===== src/rtl/mux_nx1_rr.sv =====
// mux_nx1_rr - round-robin N-to-1 stream multiplexer with a registered output.
//
// Ports:
//   clk        rising-edge clock
//   rst_n      asynchronous active-low reset
//   in_valid   per-lane valid, bit i = lane i
//   in_data    packed lane data, lane i at [i*DATA_W +: DATA_W]
//   in_ready   per-lane ready, one-hot or zero
//   out_valid  output register holds a word
//   out_data   registered data word
//   out_sel    lane index the registered word came from
//   out_ready  downstream accepts the word
//
// state | meaning
// ------+--------------------------------------------------------------
// EMPTY | output register holds no word; any granted lane may load
// FULL  | output register holds a word; reload only while out_ready=1
module mux_nx1_rr #(
    parameter int NUM_IN  = 8,
    parameter int DATA_W  = 8,
    parameter int NUM_SEL = $clog2(NUM_IN)
) (
    input  logic                     clk,
    input  logic                     rst_n,
    input  logic [NUM_IN-1:0]        in_valid,
    input  logic [NUM_IN*DATA_W-1:0] in_data,
    output logic [NUM_IN-1:0]        in_ready,
    output logic                     out_valid,
    output logic [DATA_W-1:0]        out_data,
    output logic [NUM_SEL-1:0]       out_sel,
    input  logic                     out_ready
);

    typedef enum logic {
        EMPTY = 1'b0,
        FULL  = 1'b1
    } state_t;

    localparam logic [NUM_SEL-1:0] LAST_LANE = NUM_SEL'(NUM_IN - 1);

    state_t             state;
    logic [NUM_SEL-1:0] ptr;
    logic               load_en;
    logic               grant_found;
    logic [NUM_SEL-1:0] grant_idx;
    logic [NUM_SEL-1:0] cand_idx;
    logic [NUM_SEL-1:0] next_ptr;
    logic [DATA_W-1:0]  grant_data;
    logic [DATA_W-1:0]  lane_data [NUM_IN];
    int                 cand;

    for (genvar g = 0; g < NUM_IN; g++) begin : g_unpack
        assign lane_data[g] = in_data[g*DATA_W +: DATA_W];
    end

    assign out_valid = (state == FULL);
    assign load_en   = (state == EMPTY) || out_ready;

    // Search from ptr upward, wrapping at NUM_IN rather than at 2**NUM_SEL so
    // that non-power-of-two lane counts never visit a nonexistent lane.
    always_comb begin
        grant_found = 1'b0;
        grant_idx   = '0;
        cand        = 0;
        cand_idx    = '0;
        for (int k = 0; k < NUM_IN; k++) begin
            cand = int'(ptr) + k;
            if (cand >= NUM_IN) begin
                cand = cand - NUM_IN;
            end
            cand_idx = NUM_SEL'(cand);
            if (!grant_found && in_valid[cand_idx]) begin
                grant_found = 1'b1;
                grant_idx   = cand_idx;
            end
        end
    end

    assign grant_data = lane_data[grant_idx];
    assign next_ptr   = (grant_idx == LAST_LANE) ? '0 : grant_idx + NUM_SEL'(1);

    // Gated by rst_n so no producer sees a handshake while the block is held in reset.
    always_comb begin
        in_ready = '0;
        if (rst_n && load_en && grant_found) begin
            in_ready[grant_idx] = 1'b1;
        end
    end

    always_ff @(posedge clk or negedge rst_n) begin
        if (!rst_n) begin
            state    <= EMPTY;
            out_data <= '0;
            out_sel  <= '0;
            ptr      <= '0;
        end else if (load_en) begin
            if (grant_found) begin
                state    <= FULL;
                out_data <= grant_data;
                out_sel  <= grant_idx;
                ptr      <= next_ptr;
            end else begin
                state <= EMPTY;
            end
        end
    end

endmodule


===== config.mk =====
export PLATFORM = sky130hd
export DESIGN_NAME = mux_nx1_rr
export DESIGN_NICKNAME = d
export VERILOG_FILES = /design/src/rtl/mux_nx1_rr.sv
export SDC_FILE = /design/constraint.sdc
export NUM_CORES = 1
export LEC_CHECK = 0
export BUFFER_PORTS_ARGS = -buffer_cell sky130_fd_sc_hd__buf_4
export CORE_MARGIN = 1.5
export CORE_UTILIZATION = 49
export DETAILED_ROUTE_END_ITERATION = 12
export GPL_ROUTABILITY_DRIVEN = 0
export PLACE_DENSITY = 0.82
export SLEW_MARGIN = 20
export SYNTH_ARGS = -nofsm -noshare
export SYNTH_HDL_FRONTEND = slang
export SYNTH_SLANG_ARGS = --single-unit

===== constraint.sdc =====
create_clock -name clk -period 5.6 [get_ports clk]
set_clock_uncertainty 0.1 [all_clocks]
set_input_delay 1.12 -clock clk [delete_from_list [all_inputs] [get_ports clk]]
set_output_delay 1.12 -clock clk [all_outputs]
set_load 0.02 [all_outputs]

==> PnR_summary.wiki <==
{| class="wikitable"
! Metric !! Value
|-
| Chip Height || 70.6 um
|-
| Clock-pin slew on the worst setup and hold paths || approximately 0.06 ns
|-
| Hold-fix buffers, CTS || 0
|-
| Synthesized instance count || 238
|-
| Via-per-instance ratio || 6.37
|-
| Grt total ovfl || 0
|-
| Clock H-tree levels || 1
|-
| Layout Utilization || 68.2%
|-
| Data required time at the worst endpoint || 4.38 ns
|-
| Total GRT Usage || 27.6%
|-
| Die extent in x || roughly 71 um
|-
| Total power after layout || 0.00244 W
|-
| Routed Wire Length || 6730 um
|-
| Number of setup buffers added after CTS || 0
|-
| Multi-input combinational cell area || 1720 um2
|-
| Worst max-slew margin expressed relative to the limit || 44.9%
|-
| Syn Std Cell Area || 2240 um2
|-
| Async set-or-reset flop fraction in the synthesized netlist || 100%
|-
| Synth Register Bits || 15
|-
| Mean instance size in the synthesized netlist || 9.41 um2
|-
| Antenna cells || 0
|-
| Least-Margin Pin Slew || a little over 0.8 ns
|-
| P per Cell Area || around 820 nW/um2
|-
| Critical Path AT || 3.92 ns
|-
| Setup slack, reg-to-reg || around 1.2 ns
|-
| Num CTS Buffers || 3
|-
| Iteration-0 DRC count of the detailed router || 147
|-
| Crit-path max cell delay || 0.57 ns
|-
| Number of filler cells placed in the layout || 356
|-
| Sort of element at the start of the critical path || flop
|-
| Setup-violating endpoint count in the final report || 0
|-
| Element type at the critical path end || output port
|-
| Core footprint || 4380 um2
|-
| Cell repeated most along the worst path || mux2i_1
|-
| Number of nets in the finished design || 402
|-
| Worst IR Drop VDD || 0.482 mV
|-
| Aggregate negative setup slack || 0 ns
|-
| Final hold viol count || 0
|-
| Highest clock frequency the design can meet || 0.194 GHz
|-
| Worst-path fanout max || 14
|-
| Minimum period implied by the final worst setup slack || 5.14 ns
|-
| Main synth FF type || dfrtp_1
|-
| Number of antenna violations at the first check in global routing || 0
|-
| Outcome || finished clean
|-
| Final Cycle Share || 91.9%
|-
| Critical Setup Path Class || reg -> out
|-
| Effective utilization at floorplan || 51.1%
|-
| Cell chain of the critical path || inv_2, ha_2, mux2i_1, mux2i_1, o221a_4, or3_1, o21ai_0, a22oi_2, inv_1, nand3_1, nor3_1, buf_4
|-
| Drt drc || 0
|-
| Maximum number of pins on one net before global-route repair || 27
|-
| PostCTS Resize Cnt || 0
|-
| Worst hold endpoint || out_sel[2]
|-
| Pins Over Slew Limit || 0
|-
| FP Rows || 24
|-
| Vias || 2387
|-
| Cell at the slowest stage of the critical path || ha_2
|-
| Layout cell share with drive strength beyond 1 || 42.1%
|-
| Number of top-level pins || 95
|-
| Static Leakage || 1.34 nW
|-
| Number of cells on the worst hold path || 2
|-
| Synthesis warning total || 0
|-
| Total nets after synthesis || 316
|-
| TritonCTS clock tree || yes
|-
| Flip-flop and latch area || 377 um2
|-
| Vias in the first global route || 2266
|-
| Worst hold start || out_sel[2]
|-
| Launch point of the worst reg-to-reg path || ptr[1]
|-
| Hold_ws || 0.401 ns
|-
| Post-synth EDFFs || 0
|-
| Share of synthesized area occupied by flip-flops and latches || 16.8%
|-
| Maximum buffer depth of the clock tree || 2
|-
| Clk Tree Root Cell || clkbuf_8
|-
| Count of port buffers added during placement || 94
|-
| Commonest cells after routing, fill and taps aside || buf_4, mux2i_1, nor2_1, mux4_2, dfrtp_1
|-
| Type of the tightest min-delay check || reg -> reg
|-
| Die footprint || between 4000 and 5000 um2
|-
| FF-to-FF path depth || 11
|-
| Capturing point of the worst reg2reg path || out_data[0]
|-
| Commonest non-fill, non-tap cell in the layout || buf_4
|-
| First-pass DRT Iterations || 4
|-
| Post-detail-place hpwl || 5360 um
|-
| Clock Sink Count || 15
|-
| Max-cap viol count || 0
|-
| RSZ-0062 raised after global routing || no
|-
| Global-route wire length before repair || 11100 um
|-
| Library cells used by synthesis || 52
|-
| Post-DRT Antenna Nets || 0
|-
| Layout overhead on the synthesized area || 33.5%
|-
| WL/cell || 17.9 um
|-
| Clock network latency to the later pin of the worst-skew pair || 0.24 ns
|}
==> how the worst max path moves through the flow <==
stage / endpoint / cells past startpoint / slack [ns] / startpoint
after floorplan: in_ready[0] / 14 / 0.82 / ptr[0]
after global placement: in_ready[1] / 12 / 0.57 / ptr[1]
after detailed placement: in_ready[1] / 12 / 0.43 / ptr[1]
after CTS: in_ready[1] / 12 / 0.13 / ptr[1]
after global routing: in_ready[1] / 12 / 0.07 / ptr[1]
final: in_ready[1] / 12 / 0.46 / ptr[1]
==> cell type report <==
class	instances	area share [%]
clock buffers	4	1.51
inverters	6	0.753
repair buffers	101	25.4
multi-input cells	197	57.6
well taps	52	2.18
flip-flops and latches	15	12.6
==> state kept, by name, summed over array words and instances, names as in the netlist <==
register / cells
out_data: 8
out_sel: 3
ptr: 3
out_valid: 1
==> per-stage QoR <==
step / instances / worst slack, ns / cell area (um2)
floorplan: 238 / 0.822 / 2240
global placement: 371 / 0.574 / 2940
detailed placement: 371 / 0.431 / 2940
CTS: 375 / 0.130 / 2990
global route: 375 / 0.0650 / 2990
finish: 375 / 0.456 / 2990
==> cell families after synthesis <==
kind of cell	count (synthesis)	synth area share, %
simple gates	71	16.3
fa+ha+maj	3	1.68
compound gates	70	25.9
xor+xnor	4	1.90
flops	15	16.8
buf+inv	26	6.43
mux	49	31.0
==> critical path: cells and delay by family (launching register included) <==
kind,cells,cell delay [ns]
and+or+nand+nor,3,0.78
AOI/OAI and AO/OA,3,0.69
buffers and inverters,3,0.62
adders and majority gates,1,0.57
DFF,1,0.53
muxes,2,0.47
==> power breakdown <==
part | leakage (nW) | total, W | internal (W) | switching (W)
Clock | 0.0228 | 0.0000866 | 0.0000503 | 0.0000363
Combinational | 1.15 | 0.00212 | 0.000976 | 0.00115
Sequential | 0.173 | 0.000231 | 0.000166 | 0.0000653
==> layer usage <==
| layer | up-vias | global-route usage (%) | share of wire (%) |
|---|---|---|---|
| met1 | 1151 | 37.5 | 39 |
| li1 | 1113 | - | - |
| met5 | - | 0 | 0 |
| met4 | 0 | 7.76 | 1.8 |
| met2 | 111 | 46.2 | 50 |
| met3 | 12 | 4.27 | 9.1 |
==> synth_stat cells, types with 2 or more instances <==
| library cell | instances | area (um2) |
|---|---|---|
| mux4_2 | 14 | 315 |
| nand2b_1 | 5 | 31.3 |
| a221o_1 | 4 | 40.0 |
| xnor2_1 | 2 | 17.5 |
| o21ai_1 | 2 | 10.0 |
| nor2_1 | 18 | 67.6 |
| o22ai_1 | 3 | 18.8 |
| nand2_1 | 11 | 41.3 |
| a221oi_1 | 12 | 105 |
| inv_1 | 5 | 18.8 |
| a211o_1 | 10 | 87.6 |
| o31a_1 | 2 | 17.5 |
| buf_2 | 4 | 20.0 |
| mux2i_1 | 28 | 280 |
| buf_6 | 2 | 22.5 |
| a21oi_1 | 7 | 35.0 |
| nand3_1 | 8 | 40.0 |
| ha_1 | 3 | 37.5 |
| buf_8 | 2 | 30.0 |
| clkbuf_1 | 9 | 33.8 |
| buf_1 | 2 | 7.51 |
| a211oi_1 | 2 | 15.0 |
| and2_1 | 13 | 81.3 |
| and3_1 | 6 | 37.5 |
| nor3_1 | 5 | 25.0 |
| dfrtp_1 | 15 | 375 |
| o211ai_1 | 2 | 15.0 |
| a31oi_1 | 7 | 43.8 |
| mux2_2 | 5 | 56.3 |
| o21ai_0 | 8 | 40.0 |
Power figures use the tool's default switching activity.
